`src/rtl/pc_stack_unit_pkg.sv`:
```
// Shared operation encodings and default sizes for the program-counter/return-stack unit.
// The return stack is built only when PCU_RET_STACK_EN is defined.
package pcu_pkg;

    localparam int ADDR_W_DEF      = 16;
    localparam int OFFS_W_DEF      = 8;
    localparam int STACK_DEPTH_DEF = 8;

    typedef enum logic [2:0] {
        OP_NEXT   = 3'd0,
        OP_JUMP   = 3'd1,
        OP_BRANCH = 3'd2,
        OP_CALL   = 3'd3,
        OP_RET    = 3'd4,
        OP_HOLD   = 3'd5
    } op_e;

    // Width needed to count 0..depth inclusive.
    function automatic int depth_w(input int depth);
        return $clog2(depth + 1);
    endfunction

endpackage

```
`src/rtl/pc_stack_unit_if.sv`:
```
// Sequencer command/status bundle for pc_stack_unit; master drives commands, slave is the unit.
interface pc_stack_unit_if #(
    parameter int ADDR_W  = 16,
    parameter int OFFS_W  = 8,
    parameter int DEPTH_W = 4
);
    logic                en;
    logic [2:0]          op;
    logic                cond;
    logic [ADDR_W-1:0]   target;
    logic [OFFS_W-1:0]   offset;
    logic [ADDR_W-1:0]   pc;
    logic [DEPTH_W-1:0]  depth;
    logic                stack_full;
    logic                stack_empty;
    logic                ovf_err;
    logic                unf_err;

    modport master (
        output en, op, cond, target, offset,
        input  pc, depth, stack_full, stack_empty, ovf_err, unf_err
    );

    modport slave (
        input  en, op, cond, target, offset,
        output pc, depth, stack_full, stack_empty, ovf_err, unf_err
    );
endinterface

```
`src/rtl/pc_stack_unit_ret_stack.sv`:
```
// LIFO of return addresses; depth alone marks which entries are valid, so storage is never cleared.
module ret_stack
    import pcu_pkg::*;
#(
    parameter int ADDR_W      = ADDR_W_DEF,
    parameter int STACK_DEPTH = STACK_DEPTH_DEF
) (
    input  logic                               clk,
    input  logic                               clear,
    input  logic                               push,
    input  logic                               pop,
    input  logic [ADDR_W-1:0]                  din,
    output logic [ADDR_W-1:0]                  top,
    output logic [depth_w(STACK_DEPTH)-1:0]    depth
);
    localparam int DEPTH_W = depth_w(STACK_DEPTH);
    localparam int PTR_W   = $clog2(STACK_DEPTH);

    logic [ADDR_W-1:0]  mem_q [STACK_DEPTH];
    logic [ADDR_W-1:0]  mem_d [STACK_DEPTH];
    logic [DEPTH_W-1:0] depth_q;
    logic [DEPTH_W-1:0] depth_d;
    logic [DEPTH_W-1:0] top_ptr_s;
    logic               full_s;
    logic               empty_s;

    // Push/pop bookkeeping; overflow and underflow requests are ignored here.
    always_comb begin
        full_s    = (depth_q == DEPTH_W'(STACK_DEPTH));
        empty_s   = (depth_q == {DEPTH_W{1'b0}});
        depth_d   = depth_q;
        mem_d     = mem_q;
        top_ptr_s = {DEPTH_W{1'b0}};
        if (!empty_s) begin
            top_ptr_s = depth_q - DEPTH_W'(1);
        end else begin
            top_ptr_s = {DEPTH_W{1'b0}};
        end
        if (push && !full_s) begin
            mem_d[depth_q[PTR_W-1:0]] = din;
            depth_d = depth_q + DEPTH_W'(1);
        end else if (pop && !empty_s) begin
            depth_d = depth_q - DEPTH_W'(1);
        end else begin
            depth_d = depth_q;
        end
    end

    // Occupancy register with clear.
    always_ff @(posedge clk) begin
        if (clear) begin
            depth_q <= {DEPTH_W{1'b0}};
        end else begin
            depth_q <= depth_d;
        end
    end

    // Entry storage, deliberately without reset.
    always_ff @(posedge clk) begin
        mem_q <= mem_d;
    end

    assign top   = mem_q[top_ptr_s[PTR_W-1:0]];
    assign depth = depth_q;

endmodule

```
`src/rtl/pc_stack_unit.sv`:
```
// Program counter with jump/branch/call/return; define PCU_RET_STACK_EN to build the return stack,
// otherwise CALL acts as JUMP and RET as NEXT.
module pc_stack_unit
    import pcu_pkg::*;
#(
    parameter int                ADDR_W       = ADDR_W_DEF,
    parameter int                OFFS_W       = OFFS_W_DEF,
    parameter int                STACK_DEPTH  = STACK_DEPTH_DEF,
    parameter logic [ADDR_W-1:0] RESET_VECTOR = {ADDR_W{1'b0}}
) (
    input  logic          clk,
    input  logic          reset,
    input  logic          pc_reset,
    pc_stack_unit_if.slave bus
);
    localparam int DEPTH_W = depth_w(STACK_DEPTH);

    logic [ADDR_W-1:0]  pc_q, pc_d;
    logic               ovf_q, ovf_d;
    logic               unf_q, unf_d;
    logic [ADDR_W-1:0]  pc_inc_s;
    logic [ADDR_W-1:0]  pc_branch_s;
    logic [OFFS_W-1:0]  offset_s;
    logic [DEPTH_W-1:0] depth_s;
    logic               clear_s;

    assign clear_s  = reset | pc_reset;
    assign offset_s = bus.offset;

`ifdef PCU_RET_STACK_EN
    logic               push_s;
    logic               pop_s;
    logic [ADDR_W-1:0]  stack_top_s;

    ret_stack #(
        .ADDR_W      (ADDR_W),
        .STACK_DEPTH (STACK_DEPTH)
    ) u_ret_stack (
        .clk   (clk),
        .clear (clear_s),
        .push  (push_s),
        .pop   (pop_s),
        .din   (pc_inc_s),
        .top   (stack_top_s),
        .depth (depth_s)
    );
`else
    assign depth_s = {DEPTH_W{1'b0}};
`endif

    // Next-PC and sticky error decode for the sampled operation.
    always_comb begin
        pc_inc_s    = pc_q + ADDR_W'(1);
        pc_branch_s = pc_q + ADDR_W'($signed(offset_s));
        pc_d        = pc_q;
        ovf_d       = ovf_q;
        unf_d       = unf_q;
`ifdef PCU_RET_STACK_EN
        push_s      = 1'b0;
        pop_s       = 1'b0;
`endif
        if (bus.en) begin
            case (bus.op)
                OP_NEXT:   pc_d = pc_inc_s;
                OP_JUMP:   pc_d = bus.target;
                OP_BRANCH: pc_d = bus.cond ? pc_branch_s : pc_inc_s;
`ifdef PCU_RET_STACK_EN
                OP_CALL: begin
                    if (depth_s != DEPTH_W'(STACK_DEPTH)) begin
                        push_s = 1'b1;
                        pc_d   = bus.target;
                    end else begin
                        ovf_d  = 1'b1;
                    end
                end
                OP_RET: begin
                    if (depth_s != {DEPTH_W{1'b0}}) begin
                        pop_s = 1'b1;
                        pc_d  = stack_top_s;
                    end else begin
                        pc_d  = pc_inc_s;
                        unf_d = 1'b1;
                    end
                end
`else
                OP_CALL:   pc_d = bus.target;
                OP_RET:    pc_d = pc_inc_s;
`endif
                OP_HOLD:   pc_d = pc_q;
                default:   pc_d = pc_q;
            endcase
        end else begin
            pc_d = pc_q;
        end
    end

    // Architectural state; either reset source discards the cycle's operation.
    always_ff @(posedge clk) begin
        if (reset) begin
            pc_q  <= RESET_VECTOR;
            ovf_q <= 1'b0;
            unf_q <= 1'b0;
        end else if (pc_reset) begin
            pc_q  <= RESET_VECTOR;
            ovf_q <= 1'b0;
            unf_q <= 1'b0;
        end else begin
            pc_q  <= pc_d;
            ovf_q <= ovf_d;
            unf_q <= unf_d;
        end
    end

    assign bus.pc          = pc_q;
    assign bus.depth       = depth_s;
    assign bus.stack_full  = (depth_s == DEPTH_W'(STACK_DEPTH));
    assign bus.stack_empty = (depth_s == {DEPTH_W{1'b0}});
    assign bus.ovf_err     = ovf_q;
    assign bus.unf_err     = unf_q;

endmodule

```
`src/flat_wrapper.sv`:
```
// flat-port wrapper written by rule: the top's interface ports become plain ports
module pc_stack_unit_flat import pcu_pkg::*;
#(
    parameter int                ADDR_W       = ADDR_W_DEF,
    parameter int                OFFS_W       = OFFS_W_DEF,
    parameter int                STACK_DEPTH  = STACK_DEPTH_DEF,
    parameter logic [ADDR_W-1:0] RESET_VECTOR = {ADDR_W{1'b0}}
)
  (clk, reset, pc_reset, bus_en, bus_op, bus_cond, bus_target, bus_offset, bus_pc, bus_depth, bus_stack_full, bus_stack_empty, bus_ovf_err, bus_unf_err);
  pc_stack_unit_if #(.ADDR_W(ADDR_W), .OFFS_W(OFFS_W), .DEPTH_W((4))) bus_i ();
  input  logic clk;
  input  logic reset;
  input  logic pc_reset;
  input wire logic [$bits(bus_i.en)-1:0] bus_en;
  input wire logic [$bits(bus_i.op)-1:0] bus_op;
  input wire logic [$bits(bus_i.cond)-1:0] bus_cond;
  input wire logic [$bits(bus_i.target)-1:0] bus_target;
  input wire logic [$bits(bus_i.offset)-1:0] bus_offset;
  output wire logic [$bits(bus_i.pc)-1:0] bus_pc;
  output wire logic [$bits(bus_i.depth)-1:0] bus_depth;
  output wire logic [$bits(bus_i.stack_full)-1:0] bus_stack_full;
  output wire logic [$bits(bus_i.stack_empty)-1:0] bus_stack_empty;
  output wire logic [$bits(bus_i.ovf_err)-1:0] bus_ovf_err;
  output wire logic [$bits(bus_i.unf_err)-1:0] bus_unf_err;
  assign bus_i.en = bus_en;
  assign bus_i.op = bus_op;
  assign bus_i.cond = bus_cond;
  assign bus_i.target = bus_target;
  assign bus_i.offset = bus_offset;
  assign bus_pc = bus_i.pc;
  assign bus_depth = bus_i.depth;
  assign bus_stack_full = bus_i.stack_full;
  assign bus_stack_empty = bus_i.stack_empty;
  assign bus_ovf_err = bus_i.ovf_err;
  assign bus_unf_err = bus_i.unf_err;
  pc_stack_unit #(.ADDR_W(ADDR_W), .OFFS_W(OFFS_W), .STACK_DEPTH(STACK_DEPTH), .RESET_VECTOR(RESET_VECTOR)) u_core (.clk(clk), .reset(reset), .pc_reset(pc_reset), .bus(bus_i));
endmodule
```
`config.mk`:
```
export PLATFORM = sky130hd
export DESIGN_NAME = pc_stack_unit_flat
export DESIGN_NICKNAME = d
export VERILOG_FILES = /design/src/rtl/pc_stack_unit_pkg.sv /design/src/rtl/pc_stack_unit_if.sv /design/src/rtl/pc_stack_unit_ret_stack.sv /design/src/rtl/pc_stack_unit.sv /design/src/flat_wrapper.sv
export SDC_FILE = /design/constraint.sdc
export NUM_CORES = 1
export LEC_CHECK = 0
export CORE_MARGIN = 5
export CORE_UTILIZATION = 43
export CTS_CLUSTER_SIZE = 16
export DETAILED_ROUTE_END_ITERATION = 10
export PLACE_DENSITY = 0.8
export SLEW_MARGIN = 10
export SYNTH_ARGS = -nofsm -noshare
export SYNTH_HDL_FRONTEND = slang
export SYNTH_HIERARCHICAL = 1
export SYNTH_SLANG_ARGS = --single-unit
```
`constraint.sdc`:
```
create_clock -name clk -period 4.9 [get_ports clk]
set_input_delay 1.47 -clock clk [delete_from_list [all_inputs] [get_ports clk]]
set_output_delay 1.47 -clock clk [all_outputs]
set_load 0.02 [all_outputs]
```
==> summary.md, run 1 <==
| Metric | Value |
|---|---|
| Status | completed |
| Worst Hold Depth | 2 |
| Slew margin rel. | 0.531 |
| Worst reg-to-reg path cell count | 9 |
| Initial antenna violation count | 0 |
| FFs w/ async S/R, synth | 0 |
| Pin count of the biggest net entering global routing | 21 |
| Post-CTS Setup Repair Bufs | 0 |
| Starting Density | 0.438 |
| Root buf cell | clkbuf_8 |
| Final wirelength | 6150 um |
| #FFs+latches synth | 16 |
| Core area | 4660 sq um |
| Peak supply drop | about 0.099 mV |
| Clock transition at the registers of the reported paths | 70 ps |
| Top Ports | 56 |
| EDFF count, synth | 0 |
| Period Utilization, post-route | 0.744 |
| Period minus WS final | about 3600 ps |
| Leakage power | 0.000990 uW |
| Worst setup EP type | flip-flop |
| Share of cells above drive strength 1 | 0.0639 |
| Setup WS post-layout | 1250 ps |
| Antenna viol nets, final | 0 |
| Avg WL per Cell | ~17 um |
| Synth cell types | between 60 and 70 |
| Die height | a little under 80 um |
| Crit path required time | about 5000 ps |
| CTS tree | yes |
| Total global-route track usage | 0.187 |
| Placer congestion estimate | 0.865 |
| Startpoint Class | input pin |
| Max Freq | 0.274 GHz |
| Synth Flop Type | dfxtp_1 |
| Crit-path max FO | 9 |
| PD cells | about 170 nW/um^2 |
| Vias/cell | between 6 and 7 |
| Final Util | 0.544 |
| Die Width | 78.9 um |
| Pre-CTS WS | between 900 and 1000 ps |
| Fillers | 445 |
| Sequential share of the synthesized area | 0.157 |
| Largest register FFs | 16 |
| Vias | approximately 2.3k |
| Critical-path cell list | clkdlybuf4s50_1, ha_1, nand2_1, nor4_1, nor2_1, a31oi_1, mux2i_1, o21ai_0 |
| Slew Limit Fails | 0 |
| Clock Tree Buf Depth | 2 |
| Placed cell areas | approximately 2500 sq um |
| Mean Syn Cell Area | 7.42 sq um |
| Input/output buffers | 47 |
| Setup violators final | 0 |
| Row cnt | 25 |
| Net count, final | between 300 and 400 |
| First-pass GRT wire length | just under 10000 um |
| Crit-path max cell delay | 610 ps |
| DRT iter0 DRCs | roughly 260 |
| Cells after DPL | approximately 360 |
| Cts-stage hold buffer count | 0 |
| Area grow syn2layout | 24.3% |
| Critical path's slowest cell | clkdlybuf4s50_1 |
| H-tree levels | 1 |
| Syn Std Cell Area | just over 2000 sq um |
| Clock sink count | 16 |
| Antenna cell count | 0 |
| Cts bufs inserted | 3 |
| Slew @ Worst Pin | between 700 and 800 ps |
| Warnings, synthesis | 6 |
| Reg area | 320 sq um |
| Post-Synthesis Cells | ~280 |
| Final HPWL DP | about 4500 um |
| Fin cells | approximately 370 |
| Worst-Skew Late Latency | 250 ps |
| Setup TNS | 0 ps |
| Worst min-delay path class | flip-flop to flip-flop |
| Die area | between 6000 and 7000 sq um |
| Area taken by multi-input logic gates | approximately 1600 sq um |
| Final Instance Area | 2540 sq um |
| Router iterations before antenna repair | 5 |
| Hold Vio Cnt, Final | 0 |
| Max Cap Viol | 0 |
| Grt ovf | 0 |
| Arr. time, crit path | 3780 ps |
| Worst setup path category | input pin to flip-flop |
| Max Clock Skew | between 1.5 and 2 ps |
| Vias in the first global route | 1997 |
| CTS resizes | 0 |
| RSZ-0062 raised after global routing | no |
| # DRC | 0 |
==> synthesized netlist by cell type (all sizes together) (5+ instances only) <==
| cell type | n | area, sq um |
|---|---|---|
| o21ai | 26 | 134 |
| dfxtp | 16 | 320 |
| ha | 16 | 200 |
| and3 | 5 | 31.3 |
| nor3 | 5 | 25.0 |
| nand2 | 26 | 100 |
| o211ai | 5 | 37.5 |
| nor2 | 27 | 104 |
| xnor2 | 9 | 78.8 |
| buf | 15 | 105 |
| nand3 | 8 | 40.0 |
| a221oi | 7 | 61.3 |
| a21oi | 27 | 143 |
| clkbuf | 5 | 21.3 |
| xor2 | 12 | 105 |
==> metal layers <==
metal | track usage | share of wire | wire length, um | up-vias
li1 | - | - | - | 1093
met1 | 0.258 | 0.44 | 2740 | 1040
met2 | 0.312 | 0.47 | 2870 | 109
met3 | 0.0181 | 0.079 | 486 | 8
met4 | 0.0515 | 0.011 | 65 | 0
met5 | 0 | 0 | 0 | -
==> worst max-delay path: cells and delay by family <==
kind | cells | cell delay [ps]
multiplexers | 1 | 210
adder cells (fa/ha/maj) | 1 | 480
buffers and inverters | 1 | 610
AO/OA/AOI/OAI | 2 | 370
AND/OR/NAND/NOR | 3 | 640
==> logic make-up after synthesis <==
group                      Yosys count  share of synthesized area
DFF                                 16                      0.157
other                                2                    0.00368
muxes                                4                     0.0202
AOI/OAI and AO/OA                  100                      0.337
buffers and inverters               22                     0.0656
xor gates and xnor gates            21                     0.0901
adders and majority gates           17                      0.108
and+or+nand+nor                     93                      0.219
==> final timing paths <==
kind,start,endpoint,slack (ps)
min,u_core/bus.pc[0],u_core/bus.pc[0],530
min reg2reg,u_core/bus.pc[0],u_core/bus.pc[0],530
max,bus_offset[7],u_core/bus.pc[14],1250
max reg2reg,u_core/bus.pc[0],u_core/bus.pc[12],2520
==> report_power, final <==
group	switching (uW)	total (uW)	internal (uW)	leakage [uW]
combinational	94.9	172	76.8	0.000831
clock	50.9	122	71.4	0.0000288
sequential	9.83	145	135	0.000130
total	156	439	283	0.000990
==> placed cells by master, fill, tap and decap left out, drive strengths merged, types with 3 or more instances in the layout <==
cell type | synthesis | routed
a21o | 4 | 4
nor3 | 5 | 5
a21oi | 27 | 27
clkbuf | 5 | 4
a31oi | 4 | 4
mux2i | 3 | 3
dfxtp | 16 | 16
or2 | 3 | 3
and2 | 4 | 4
a22oi | 4 | 4
nand2b | 3 | 3
nand4 | 3 | 3
o211ai | 5 | 5
nand2 | 26 | 26
nor4 | 3 | 3
xnor2 | 9 | 9
conb | 2 | 8
xor2 | 12 | 12
a211oi | 3 | 3
clkdlybuf4s50 | 0 | 47
o22ai | 3 | 3
o21ai | 26 | 26
nor2 | 27 | 27
and3 | 5 | 5
a221oi | 7 | 7
nand3 | 8 | 8
ha | 16 | 16
==> final cells by class <==
cell class,count,share of cell area
Clock buffer,4,0.0217
Inverter,2,0.00296
Multi-Input combinational cell,243,0.634
Sequential cell,16,0.126
Tap cell,54,0.0266
Timing Repair Buffer,48,0.188
==> through the flow <==
stage | hold WS [ps] | total power (uW)
after global routing | 557 | 460
after CTS | 527 | 438
final | 530 | 439
after global placement | 511 | 314
after floorplan | 579 | 260
after detailed placement | 517 | 316
(Power assumes the default switching activity.)
==> inputs of run 2 (changes only) <==
==> constraint.sdc (replaced) <==
create_clock -name clk -period 3.6 [get_ports clk]
set_input_delay 1.08 -clock clk [delete_from_list [all_inputs] [get_ports clk]]
set_output_delay 1.08 -clock clk [all_outputs]
set_load 0.02 [all_outputs]
==> summary.md, run 2 (synthesis gave the netlist of run 1 again) <==
| Metric | Value |
|---|---|
| # DRC | 0 (unchanged) |
| Startpoint Class | input pin (unchanged) |
| Arr. time, crit path | 3410 ps (was 3780 ps) |
| DRT iter0 DRCs | 257 (was 264) |
| Final Util | 0.551 (was 0.544) |
| Max Clock Skew | 3.93 ps (was 1.67 ps) |
| Period Utilization, post-route | 0.906 |
| Final HPWL DP | 4730 um (was 4530 um) |
| Antenna cell count | 0 (unchanged) |
| Vias/cell | 6.10 (was 6.13) |
| Share of cells above drive strength 1 | 0.0757 (was 0.0639) |
| Input/output buffers | 47 (unchanged) |
| First-pass GRT wire length | 9950 um (was 9660 um) |
| Crit-path max FO | 3 (was 9) |
| Worst reg-to-reg path cell count | 9 (unchanged) |
| Row cnt | 25 (unchanged) |
| Clock sink count | 16 (unchanged) |
| Worst setup EP type | flip-flop (unchanged) |
| Power Total | 601 uW (was 439 uW) |
| Avg WL per Cell | 17.0 um (was 16.8 um) |
| Slew Limit Fails | 0 (unchanged) |
| Cts bufs inserted | 3 (unchanged) |
| Post-CTS Setup Repair Bufs | 0 (unchanged) |
| Worst Hold Depth | 2 (unchanged) |
| Pin count of the biggest net entering global routing | 21 (unchanged) |
| Antenna viol nets, final | 0 (unchanged) |
| Total global-route track usage | 0.196 (was 0.187) |
| Net count, final | 367 (was 363) |
| Die Width | 78.9 um (unchanged) |
| Router iterations before antenna repair | 5 (unchanged) |
| Hold Vio Cnt, Final | 0 (unchanged) |
| Fin cells | 371 (was 367) |
| CTS tree | yes (unchanged) |
| Status | completed (unchanged) |
| H-tree levels | 1 (unchanged) |
| Die area | 6220 sq um (unchanged) |
| Final wirelength | 6320 um (was 6150 um) |
| Largest register FFs | 16 (unchanged) |
| Worst-Skew Late Latency | 250 ps (about the same) |
| Clock Tree Buf Depth | 2 (unchanged) |
| Worst min-delay path class | flip-flop to flip-flop (unchanged) |
| CTS resizes | 0 (unchanged) |
| Max Cap Viol | 0 (unchanged) |
| Vias in the first global route | 2029 (was 1997) |
| Placer congestion estimate | 0.853 (was 0.865) |
| Fin Hold WS | 541 ps (was 530 ps) |
| Cells after DPL | 367 (was 363) |
| Die height | 78.9 um (unchanged) |
| Leakage power | 0.00101 uW (was 0.000990 uW) |
| Peak supply drop | 0.170 mV (was 0.0986 mV) |
| Area grow syn2layout | 25.8% (was 24.3%) |
| RSZ-0062 raised after global routing | no (unchanged) |
| Most common cell after layout, fill and taps aside | clkdlybuf4s50_1 (unchanged) |
| Root buf cell | clkbuf_8 (unchanged) |
| Crit path required time | 3750 ps (was 5040 ps) |
| Starting Density | 0.438 (unchanged) |
| Max Freq | about 0.31 GHz |
| Setup TNS | 0 ps (unchanged) |
| Cts-stage hold buffer count | 0 (unchanged) |
| Clock transition at the registers of the reported paths | 70 ps (about the same) |
| Period minus WS final | around 3300 ps |
| Setup violators final | 0 (unchanged) |
| Top Ports | 56 (unchanged) |
| Fillers | 425 (was 445) |
| PD cells | 234 nW/um^2 (was 173 nW/um^2) |
| Core area | 4660 sq um (unchanged) |
| Initial antenna violation count | 0 (unchanged) |
| Worst setup path category | input pin to flip-flop (unchanged) |
| Vias | 2262 (was 2250) |
| Grt ovf | 0 (unchanged) |
| Most frequent cells in the layout | 47 x clkdlybuf4s50_1, 26 x nor2_1, 25 x nand2_1, 25 x a21oi_1, 23 x o21ai_0 (unchanged) |
[run 2: cell count changes in the layout (fill, tap and decap cells not counted), sizes merged]
cell,change
buf,+4
[run 2: power breakdown]
group | switching (uW) | leakage, uW | total [uW] | internal [uW]
combinational | 131 | 0.000850 | 238 | 107
sequential | 13.5 | 0.000130 | 197 | 184
clock | 68.1 | 0.0000288 | 165 | 97.1
[run 2: final cells by class]
cell class | count | area, sq um | share of cell area
Sequential cell | 16 | 320 | 0.125
Tap cell | 54 | 67.6 | 0.0263
Clock buffer | 4 | 55.1 | 0.0214
Timing Repair Buffer | 52 | 508 | 0.198
Inverter | 2 | 7.51 | 0.00292
Multi-Input combinational cell | 243 | 1610 | 0.627
[run 2: critical path: stages]
cell	delay, ps
clkdlybuf4s50_1	410
ha_1	250
fa_1	430
a21o_1	190
a21oi_2	230
o21bai_2	100
a2111oi_2	390
o21bai_1	120
a31oi_1	160
nor2_1	50
[run 2: worst paths after layout]
path | slack (ps) | to | startpoint
setup reg to reg | 1210 | u_core/bus.pc[8] | u_core/bus.pc[0]
hold reg to reg | 540 | u_core/bus.pc[0] | u_core/bus.pc[0]
setup / recovery | 340 | u_core/bus.pc[8] | bus_offset[0]
hold / removal | 540 | u_core/bus.pc[0] | u_core/bus.pc[0]
[run 2: per-layer routing]
metal / routed length, um / vias up / global-route usage
met5: 0 / - / 0
met4: 64 / 0 / 0.0567
met3: 575 / 6 / 0.0261
met2: 2940 / 115 / 0.321
met1: 2740 / 1038 / 0.268
li1: - / 1103 / -
[run 2: per-stage QoR]
stage | instance area (sq um) | setup WS [ps]
after detailed placement | 2510 | 65.9
final | 2570 | 337
after floorplan | 2060 | 655
after CTS | 2570 | 332
after global routing | 2570 | 162
after global placement | 2510 | 144
